### config.mk
export PLATFORM = sky130hd
export DESIGN_NAME = instr_fetch
export DESIGN_NICKNAME = d
export VERILOG_FILES = /design/src/rtl/cpu_pkg.sv /design/src/rtl/instr_fetch.sv
export SDC_FILE = /design/constraint.sdc
export NUM_CORES = 1
export LEC_CHECK = 0
export CORE_AREA = 10 10 141 143
export CTS_BUF_LIST = sky130_fd_sc_hd__clkbuf_2
export DETAILED_ROUTE_END_ITERATION = 16
export DIE_AREA = 0 0 151 153
export MAX_ROUTING_LAYER = met4
export PLACE_DENSITY = 0.69
export SETUP_SLACK_MARGIN = 0.5
export SYNTH_ARGS = -nofsm -noshare
export SYNTH_HDL_FRONTEND = slang
export SYNTH_SLANG_ARGS = --single-unit
### constraint.sdc
create_clock -name clk -period 2.2 [get_ports clk]
set_clock_uncertainty 0.1 [all_clocks]
set_input_delay 0.44 -clock clk [delete_from_list [all_inputs] [get_ports clk]]
set_output_delay 0.44 -clock clk [all_outputs]
set_load 0.01 [all_outputs]
### src/rtl/cpu_pkg.sv
// Shared types and constants for the RV32 fetch stage.
`timescale 1ns/1ps
package cpu_pkg;

  localparam int unsigned XLEN       = 32;
  localparam int unsigned ILEN_BYTES = 4;

  // addi x0, x0, 0
  localparam logic [XLEN-1:0] INSTR_NOP = 32'h0000_0013;

  typedef enum logic [2:0] {
    ST_IDLE  = 3'd0,
    ST_FETCH = 3'd1,
    ST_VALID = 3'd2,
    ST_FLUSH = 3'd3,
    ST_HALT  = 3'd4
  } fetch_state_e;

  // A PC target is illegal unless it is word-aligned.
  function automatic logic is_misaligned(input logic [1:0] addr_lsb);
    return addr_lsb != 2'b00;
  endfunction

endpackage

### src/rtl/instr_fetch.sv
// Instruction fetch stage: owns the PC, fetches words over req/ack and
// presents the held instruction to decode through valid/ready.
`timescale 1ns/1ps
module instr_fetch
  import cpu_pkg::*;
#(
  parameter logic [XLEN-1:0] RESET_PC = 32'h0000_0000
) (
  input  logic            clk,
  input  logic            rst_n,
  output logic            imem_req,
  output logic [XLEN-1:0] imem_addr,
  input  logic            imem_ack,
  input  logic [XLEN-1:0] imem_rdata,
  output logic [XLEN-1:0] instr_out,
  output logic [XLEN-1:0] pc_out,
  output logic            instr_valid,
  input  logic            instr_ready,
  input  logic            redirect,
  input  logic [XLEN-1:0] redirect_target,
  output logic            misalign_err,
  output logic [XLEN-1:0] instr_count
);

  fetch_state_e    r_state;
  logic [XLEN-1:0] r_pc;
  logic [XLEN-1:0] r_ir;
  logic [XLEN-1:0] r_tgt;
  logic            r_err;
  logic [XLEN-1:0] r_cnt;

  fetch_state_e    w_state_nxt;
  logic [XLEN-1:0] w_pc_nxt;
  logic [XLEN-1:0] w_ir_nxt;
  logic [XLEN-1:0] w_tgt_nxt;
  logic            w_err_nxt;
  logic [XLEN-1:0] w_cnt_nxt;

  logic            w_tgt_bad;
  logic [XLEN-1:0] w_pc_inc;
  logic [XLEN-1:0] w_flush_tgt;
  logic            w_flush_err;

  // Sequential PC step wraps modulo 2^32 by width truncation.
  assign w_pc_inc    = r_pc + XLEN'(ILEN_BYTES);
  assign w_tgt_bad   = is_misaligned(redirect_target[1:0]);
  // In FLUSH a same-cycle redirect is the newest target and wins.
  assign w_flush_tgt = redirect ? redirect_target : r_tgt;
  assign w_flush_err = r_err | (redirect & w_tgt_bad);

  // State and datapath registers.
  always_ff @(posedge clk) begin
    if (!rst_n) begin
      r_state <= ST_IDLE;
      r_pc    <= RESET_PC;
      r_ir    <= INSTR_NOP;
      r_tgt   <= RESET_PC;
      r_err   <= 1'b0;
      r_cnt   <= '0;
    end else begin
      r_state <= w_state_nxt;
      r_pc    <= w_pc_nxt;
      r_ir    <= w_ir_nxt;
      r_tgt   <= w_tgt_nxt;
      r_err   <= w_err_nxt;
      r_cnt   <= w_cnt_nxt;
    end
  end

  // Next-state and next-datapath decode.
  always_comb begin
    w_state_nxt = r_state;
    w_pc_nxt    = r_pc;
    w_ir_nxt    = r_ir;
    w_tgt_nxt   = r_tgt;
    w_err_nxt   = r_err;
    w_cnt_nxt   = r_cnt;

    case (r_state)
      ST_IDLE: begin
        w_state_nxt = ST_FETCH;
      end

      ST_FETCH: begin
        if (redirect) begin
          if (imem_ack) begin
            // Response already here: drop it and restart at the target.
            if (w_tgt_bad) begin
              w_err_nxt   = 1'b1;
              w_state_nxt = ST_HALT;
            end else begin
              w_pc_nxt = redirect_target;
            end
          end else begin
            // Request still outstanding: park the target and drain.
            w_tgt_nxt   = redirect_target;
            w_err_nxt   = r_err | w_tgt_bad;
            w_state_nxt = ST_FLUSH;
          end
        end else if (imem_ack) begin
          w_ir_nxt    = imem_rdata;
          w_state_nxt = ST_VALID;
        end
      end

      ST_VALID: begin
        if (instr_ready) begin
          w_cnt_nxt = r_cnt + XLEN'(1);
        end
        if (redirect) begin
          if (w_tgt_bad) begin
            w_err_nxt   = 1'b1;
            w_state_nxt = ST_HALT;
          end else begin
            w_pc_nxt    = redirect_target;
            w_state_nxt = ST_FETCH;
          end
        end else if (instr_ready) begin
          w_pc_nxt    = w_pc_inc;
          w_state_nxt = ST_FETCH;
        end
      end

      ST_FLUSH: begin
        if (redirect) begin
          w_tgt_nxt = redirect_target;
          w_err_nxt = w_flush_err;
        end
        if (imem_ack) begin
          w_pc_nxt    = w_flush_tgt;
          w_state_nxt = w_flush_err ? ST_HALT : ST_FETCH;
        end
      end

      ST_HALT: begin
        w_state_nxt = ST_HALT;
      end

      default: begin
        w_state_nxt = ST_IDLE;
      end
    endcase
  end

  // Outputs come from registers or a state decode only.
  assign imem_req     = (r_state == ST_FETCH) || (r_state == ST_FLUSH);
  assign imem_addr    = r_pc;
  assign instr_valid  = (r_state == ST_VALID);
  assign instr_out    = instr_valid ? r_ir : INSTR_NOP;
  assign pc_out       = r_pc;
  assign misalign_err = r_err;
  assign instr_count  = r_cnt;

endmodule

Word level (Yosys, flattened, before mapping). Index checks and enable logic that the tools add are counted. W data, S select, Z words.

Multiplexer cells: 28. Reductions and logical operators: 11. Equality and inequality tests: 13. Add/subtract/negate cells: 2. Bitwise gates (word level): 4.

Operators by type and width (number): $mux W32 (10); $pmux W32 S3 (1); $pmux W32 S2 (1); $add A32 B1 Y32 const B (1); $add A32 B3 Y32 const B (1); $mux W3 (9); $pmux W3 S5 (1); $ne A2 B2 Y1 const B (5); $reduce_and A4 Y1 (2); $eq A3 B2 Y1 const B (2); $reduce_and A3 Y1 (2); $mux W1 (5); $reduce_and A5 Y1 (1); $ne A4 B4 Y1 const B (1); $reduce_bool A2 Y1 (2); $eq A3 B1 Y1 const B (1); $eq A3 B3 Y1 const B (1); $logic_not A3 Y1 (1); $ne A3 B1 Y1 const B (1); $ne A3 B3 Y1 const B (1); $pmux W1 S3 (1); $reduce_bool A3 Y1 (1); $ne A2 B1 Y1 const B (1); $or A1 B1 Y1 (2); other kinds (4) (4).

Logic and storage cells: 64. Flip-flop bits (word level): 132. Output and inout bits: 131.

Logic depth before layout (Yosys ltp).
Depth after elaboration: 6. Depth in mapped cells: 10. Mapped depth without buffers: 7.

Worst setup path after synthesis. Ideal clock, no wire load.

Path kind: reg2reg. Start: reg r_pc[2], in the netlist imem_addr[2]. End: reg r_pc[28], in the netlist imem_addr[28]. Setup time: 0.070 ns. Stages on the path, launching flop included: 9. Path buffers: 1. Arrival: 1.986 ns. Setup slack: 0.043 ns. Period minus slack after synthesis: 2.157 ns. Path through: dfxtp_1 -> ha_1 -> nand3_1 -> nor3_2 -> and2_1 -> clkbuf_1 -> nand3_1 -> o32a_1 -> a21oi_1.

Cells in the longest elaborated chain, start to end: 4.

RTL lines: start, declared (RTL line instr_fetch.sv:26) `logic [XLEN-1:0] r_pc;`; start signal, assigned (RTL line instr_fetch.sv:62) `r_pc <= w_pc_nxt;`; $add A32 B3 Y32 (RTL line instr_fetch.sv:45) `assign w_pc_inc = r_pc + XLEN'(ILEN_BYTES);`; $mux W32 (RTL line instr_fetch.sv:118) `end else if (instr_ready) begin`; $mux W32 (RTL line instr_fetch.sv:110) `if (redirect) begin`; $pmux W32 S3 (RTL line instr_fetch.sv:79) `case (r_state)`.

No other way between the ends. The select of a mux whose other input is x is not followed. A chain may end at the register's enable or synchronous reset.

Worst setup path after layout.
Start: reg r_state[1]. End: out instr_out[6].

Cells in the longest elaborated chain, start to end: 2.

RTL lines: start, declared (RTL line instr_fetch.sv:25) `fetch_state_e r_state;`; start signal, assigned (RTL line instr_fetch.sv:61) `r_state <= w_state_nxt;`; $eq A3 B2 Y1 (RTL line instr_fetch.sv:148) `assign instr_valid = (r_state == ST_VALID);`; $mux W32 (RTL line instr_fetch.sv:149) `assign instr_out = instr_valid ? r_ir : INSTR_NOP;`; end, declared (RTL line instr_fetch.sv:15) `output logic [XLEN-1:0] instr_out,`.

No other way between the ends.

==> flow_summary.toml <==
[critical_path]
cp_slowest_cell = "or3b_4"
r2r-end = "imem_addr[10]"
crit_path_end_kind = "output port"
critPathLaunchType = "flop"
worstPathCellList = "or3b_4 -> inv_8 -> buf_6 -> buf_12 -> and2_4 -> buf_6"
startpoint = "r_state[1]"
reg2reg_slack_ns = -0.26
cpPeakStageDelay_ns = 0.41
worstSetupEndpoint = "instr_out[6]"
r2r-start = "r_state[1]"
worstSetupPathType = "reg2out"
arrival_ns = 2.02
cpMostUsedCell = "buf_6"
worstPathMaxFanout = 8
required_ns = 1.66
ff2ff_path_depth = 14

[synth]
yosys_warnings = 0
ys_seq_elements = 132
yosys.area_share.simple_pct = 28.21
ys_seq_area_share_pct = 39.51
synth-adder-area-share_pct = 0.3741
syn_nets = 944
synth_top_family_by_area = "simple AND/OR/NAND/NOR gates"
synth_mux_area_share_pct = 1.048
ys.flop_type = "dfxtp_1"
syn_area_per_cell_um2 = 7.662
synthDistinctLibCells = 60
synth_area_mm2 = 0.006689
synthCells = 873
synth_edf_count = 0
synth-xor-area-share_pct = 4.452
synth_compound_area_share_pct = 18.87
async_reset_ff_share_pct = 0

[global_route]
overflow = 0
grt_pass1_wl_um = 40140
grt_max_degree = 41
grt_usage_pct = 21.96
grt_antenna_before_repair = 1
grt_pass1_vias = 7643

[clock_tree]
cts_buffers = 17
cts.sinks = 132
htree_num_levels = 4
cts.clk_slew.worst_paths_ns = 0.20
clk_latency_ns = 0.72
cts_root_buf = "clkbuf_2"
clk_path_buf_depth = 2
cts_tree = "built"
cts_hold_buf = 0

[hold_path]
hold_class = "in2reg"

[finish]
drive_gt1_share_pct = 55.48
layout_common_cells = "buf_6, buf_4, nand2_1, clkdlybuf4s50_1, dfxtp_1"
layout_commonest_cell = "buf_6"
nNetsFinal = 1327
syn2layout_area_growth_pct = 91.69

[run]
drv_cap = 0

[routing]
dr.pass1.iters = 8
ant_nets = 0
routed_via_density = 5.607
drc = 0
vias = 8383
drt_iter0_markers = 803
wl_per_cell_um = 19.78
totalWireLength_um = 29570

[timing]
finalCriticalPeriod_ns = 2.564
fmax_mhz = 390.1
tightestPinTransition_ns = 0.5351
worst_slack_ns = -0.3636
finalHoldViolations = 0
grt_setup_unrepaired = "yes"
relSlewSlack_pct = 64.33
slew_viol_final = 0
post-route-period-util_pct = 116.5
setup_viol = 58
fin_setup_tns_ns = -13.76

[floorplanning]
io-pin-count = 200
coreArea_mm2 = 0.01706
start_util_pct = 39.22
dieArea_mm2 = 0.02310
rows = 48
die_y_um = 153
die_w_um = 151

[run_status]
outcome = "finished, violations left"
failed_checks = "setup timing"

[pwr]
p_per_area_mw_per_mm2 = 442.3
power_uw = 5671
ir_worst_vdd_mv = 0.3547
p_leak_uw = 0.005140

[place]
detailed_place_hpwl_um = 16370
gp_congestion = 0.8909
io_buffers = 199
-- power by group --
part	internal, µW	total (µW)	switching [µW]
clock	849	1750	900
sequential	2440	2510	65.1
combinational	733	1410	679
total	4030	5670	1640
-- critical path: cells and delay by family (launching register included) --
family                 cells  cell delay (ns)
buffers and inverters      4             0.40
DFF                        1             0.37
and+or+nand+nor            2             0.55
-- flip-flops by register name (all words and copies together) (netlist names) --
signal / cells
imem_addr: 32
instr_count: 32
r_ir: 32
r_tgt: 32
r_state: 3
misalign_err: 1
-- layer usage --
layer | vias to the layer above | track usage [%] | wire length (µm)
met5 | - | - | 0
met4 | 0 | 7.015 | 1223
met3 | 111 | 4.458 | 2240
met2 | 466 | 35.45 | 14330
met1 | 4011 | 26.79 | 11780
li1 | 3795 | - | -
-- synthesized netlist by cell type, types with 2 or more instances --
cell type,count,share of area [%]
clkbuf_1,48,2.7
dfxtp_1,132,40
o22ai_1,5,0.47
nand2b_1,9,0.84
o311ai_1,3,0.39
nor3_1,10,0.75
a21oi_1,100,7.5
nor4_1,3,0.28
and2_1,35,3.3
o21ai_1,2,0.15
or4_1,4,0.45
xor2_1,19,2.5
nor2b_1,4,0.37
nand2_1,176,9.9
a222oi_1,15,2.2
nand3b_1,4,0.45
o211ai_1,2,0.22
and3_1,10,0.94
o31ai_1,5,0.56
a22oi_1,14,1.6
and4_1,2,0.26
inv_1,10,0.56
a31oi_1,10,0.94
nand4_1,15,1.4
nand3_1,40,3.0
or3_1,3,0.28
buf_2,7,0.52
buf_4,33,3.7
mux2i_1,7,1.0
ha_1,2,0.37
nor2_1,72,4.0
o21a_1,3,0.34
nor4_4,3,0.95
o31a_1,3,0.39
o21ai_0,22,1.6
xnor2_1,15,2.0
nor3b_1,3,0.34
-- area by class of cell --
cell class / count / area [µm²]
fillers: 1128 / 4234
multi-input cells: 642 / 4628
well taps: 225 / 281.5
diodes: 1 / 2.502
flip-flops and latches: 132 / 2803
clock buffers: 19 / 95.09
repair buffers: 452 / 4772
clock inverters: 13 / 187.7
inverters: 11 / 52.55
-- worst min-delay path by stage --
stage / end / slack, ns / depth (start not counted) / startpoint
after floorplan: r_tgt[0] / 0.33 / 2 / r_tgt[0]
after global placement: r_tgt[0] / 0.34 / 2 / r_tgt[0]
after detailed placement: r_tgt[1] / 0.34 / 2 / r_tgt[1]
after CTS: r_ir[16] / 0.08 / 3 / imem_rdata[16]
after global routing: r_ir[14] / 0.08 / 3 / imem_rdata[14]
final: r_ir[20] / 0.15 / 3 / imem_rdata[20]
-- metrics by stage --
step | util, % | instances | hold slack, ns | setup slack [ns] | cell area (µm²)
2_1_floorplan | - | 873 | 0.3315 | 0.2652 | 7112
5_1_grt | 75.18 | 1495 | 0.07914 | -0.4773 | 12820
4_1_cts | 68.16 | 1457 | 0.08365 | -0.4202 | 11620
3_5_place_dp | 56.41 | 1299 | 0.3446 | -0.3086 | 9622
6_report | 75.18 | 1495 | 0.1486 | -0.3636 | 12820
3_3_place_gp | 56.41 | 1299 | 0.3402 | -0.2547 | 9622
-- cell families (layout without fill, tap and decap cells) --
logic type / after synthesis / count (layout)
other: 0 / 1
muxes: 7 / 7
DFF: 132 / 132
AOI/OAI and AO/OA: 200 / 200
xor gates and xnor gates: 34 / 34
buffers and inverters: 99 / 495
adders and majority gates: 2 / 2
and+or+nand+nor: 399 / 399
-- timing repair --
action / 4_1_cts / 5_1_grt
resized for setup: 857 / 200
pin swaps: 52 / 120
endpoints found under the setup margin: 189 / 249
cloned: 2 / 8
setup buffers: 124 / 29
Note: power is estimated with default switching activity, not from simulation.
==> RTL change: new RTL, same settings <==
The package constant `XLEN` goes from 32 to 28.
--- a/src/rtl/cpu_pkg.sv
+++ b/src/rtl/cpu_pkg.sv
@@ -2,7 +2,7 @@
 `timescale 1ns/1ps
 package cpu_pkg;
 
-  localparam int unsigned XLEN       = 32;
+  localparam int unsigned XLEN       = 28;
   localparam int unsigned ILEN_BYTES = 4;
 
   // addi x0, x0, 0
Ports: changed (6 resized); port bits go from 200 to 176. No check against the original RTL was run, so the function may have changed too.
==> RTL change against the original RTL <==
- area after synthesis down 7.7%
- the run still ends with setup timing left
- combinational power fell by 17%
- worst setup slack improved by 140 ps
- highest routed layer unchanged
- final cell count decreased by 9.6%
- critical endpoint is now instr_out[17]
- routed wire length decreased by 8.9%
- sequential cell count is 16 lower
- total power decreased by 22%
- first-iteration DRC count fell by 20%
- sequential share of layout area increased by 0.65 points
- global-route usage decreased by 1.4 points
- cell area down 14%
- sequential power shrank 13%
- via count fell by 11%
==> RTL change: results (changes against the original RTL) <==
[worst_setup_path]
cpMaxStageDelayCell = dfxtp_4  ; was or3b_4
r2r_cells = 8  ; was 14
critPathTopFamily = buffers and inverters  ; was simple AND/OR/NAND/NOR gates
worst-r2r-setup-slack_ps = 20  ; was -260 ps
timing.rr.end = imem_addr[19]  ; was imem_addr[10]
worst-path-max-fanout = 4  ; was 8
cp-startpoint = r_state[0]  ; was r_state[1]

[timing]
fin_ws_ps = -226  ; was -364 ps
tns_ps = -5260  ; was -13760 ps
tightest_slew_ps = 517  ; was 535 ps
finalSetupViolCount = 29  ; was 58

[finish]
nNetsFinal = 1177  ; was 1327
layout.cells.non_filler = 1351  ; was 1495
drive_above_1_share_pct = 45.8  ; was 55.5%

[synthesis]
synthXorXnorAreaFrac_pct = 4.11  ; was 4.45%
synth_compound_area_share_pct = 17.5  ; was 18.9%
syn_inst = 791  ; was 873
ys_top_cells_by_area = dfxtp_1 (38%), nand2_1 (9.3%), a21oi_1 (6.6%)  ; was dfxtp_1 (40%), nand2_1 (9.9%), a21oi_1 (7.5%)
synthAdderAreaFrac_pct = 0.405  ; was 0.374%
synth_common_cells = nand2_1 (153), dfxtp_1 (116), a21oi_1 (81)  ; was nand2_1 (176), dfxtp_1 (132), a21oi_1 (100)
syn-num-nets = 854  ; was 944
synth.mux.area_fraction_pct = 5.85  ; was 1.05%
ys_seq_area_share_pct = 37.6  ; was 39.5%

[clocking]
clkTransAtPathRegs_ps = 160  ; was 200 ps

[routing]
routed_via_density = 5.52  ; was 5.61
drt_iter0_drc = 641  ; was 803
wl_per_cell_um = 19.9  ; was 19.8 µm
first_pass_iters = 5  ; was 8

[placement]
gp_congestion = 0.851  ; was 0.891
hpwl_mm = 14.8  ; was 16.4 mm
port_buffers = 175  ; was 199
detailedPlace.worstSlack_ps = -220  ; was -309 ps

[power_and_ir_drop]
ir_worst_vdd_mv = 0.328  ; was 0.355 mV
power.leakage_nw = 4.51  ; was 5.14 nW

[outcome]
violations = setup timing  ; unchanged
status = complete, but fails checks  ; unchanged

[global_route]
grt_max_degree = 37  ; was 41
grt_first_pass_wirelength_mm = 37.6  ; was 40.1 mm
grt_pass1_vias = 6877  ; was 7643
track_usage_pct = 20.6  ; was 22.0%

[worst_hold_path]
min_to = r_ir[7]  ; was r_ir[20]
holdPathStages = 3  ; unchanged

[RTL change: stage by stage]
stage | hold slack (ps) | power, mW | area, µm²
CTS | 121 | 4.27 | 10000
detailed placement | 342 | 3.06 | 8580
global placement | 337 | 3.05 | 8580
finish | 158 | 4.43 | 11000
global route | 132 | 4.61 | 11000
floorplan | 332 | 2.68 | 6440
[RTL change: final cells by class]
type / instances / area, µm²
Clock inverter: 10 / 43.8
Antenna cell: 1 / 2.50
Timing Repair Buffer: 382 / 4060
Multi-Input combinational cell: 593 / 4020
Inverter: 4 / 22.5
Tap cell: 225 / 282
Fill cell: 1301 / 6040
Clock buffer: 20 / 100
Sequential cell: 116 / 2480
[RTL change: cells by family (layout without fill, tap and decap cells)]
logic type / count (synthesis) / count (layout)
xor+xnor: 29 / 29
flops: 116 / 116
fa+ha+maj: 2 / 2
mux: 36 / 36
buf+inv: 82 / 416
other cells: 0 / 1
compound gates: 177 / 177
simple gates: 349 / 349
[RTL change: routing by layer]
layer	up-vias	GRT usage, %	part of all wire (%)
met5	-	-	0
li1	3431	-	-
met1	3512	24.7	39
met2	426	33.2	50
met3	84	4.16	8.2
met4	0	7.98	3.4
[RTL change: worst reg2reg max path, cell delays in order, from the launching register on]
cell	delay, ps
dfxtp_4	390
buf_6	140
buf_6	130
nor2b_4	130
buf_6	110
a2111o_1	400
buf_12	190
nor4_1	350
o31a_1	170
[RTL change: power by group]
part	leakage [nW]	internal (mW)	switching (mW)	total [mW]
Combinational	3.42	0.613	0.561	1.17
Clock	0.110	0.266	0.803	1.07
Sequential	0.979	2.14	0.0487	2.19
[RTL change: what timing repair did]
item	in CTS	in global routing
hold endpoints to repair	0	0
hold buffers	0	0
setup buffers	104	35
pin swaps	22	46
endpoints found under the setup margin	164	224
cloned	4	6
resized for setup	719	144
[RTL change: worst max-delay path by stage]
stage                    endpoint  cells after the start
floorplan           imem_addr[27]                      6
global route        instr_out[17]                      5
detailed placement  imem_addr[26]                      7
finish              instr_out[17]                      5
CTS                 instr_out[12]                      5
global placement    imem_addr[26]                      7
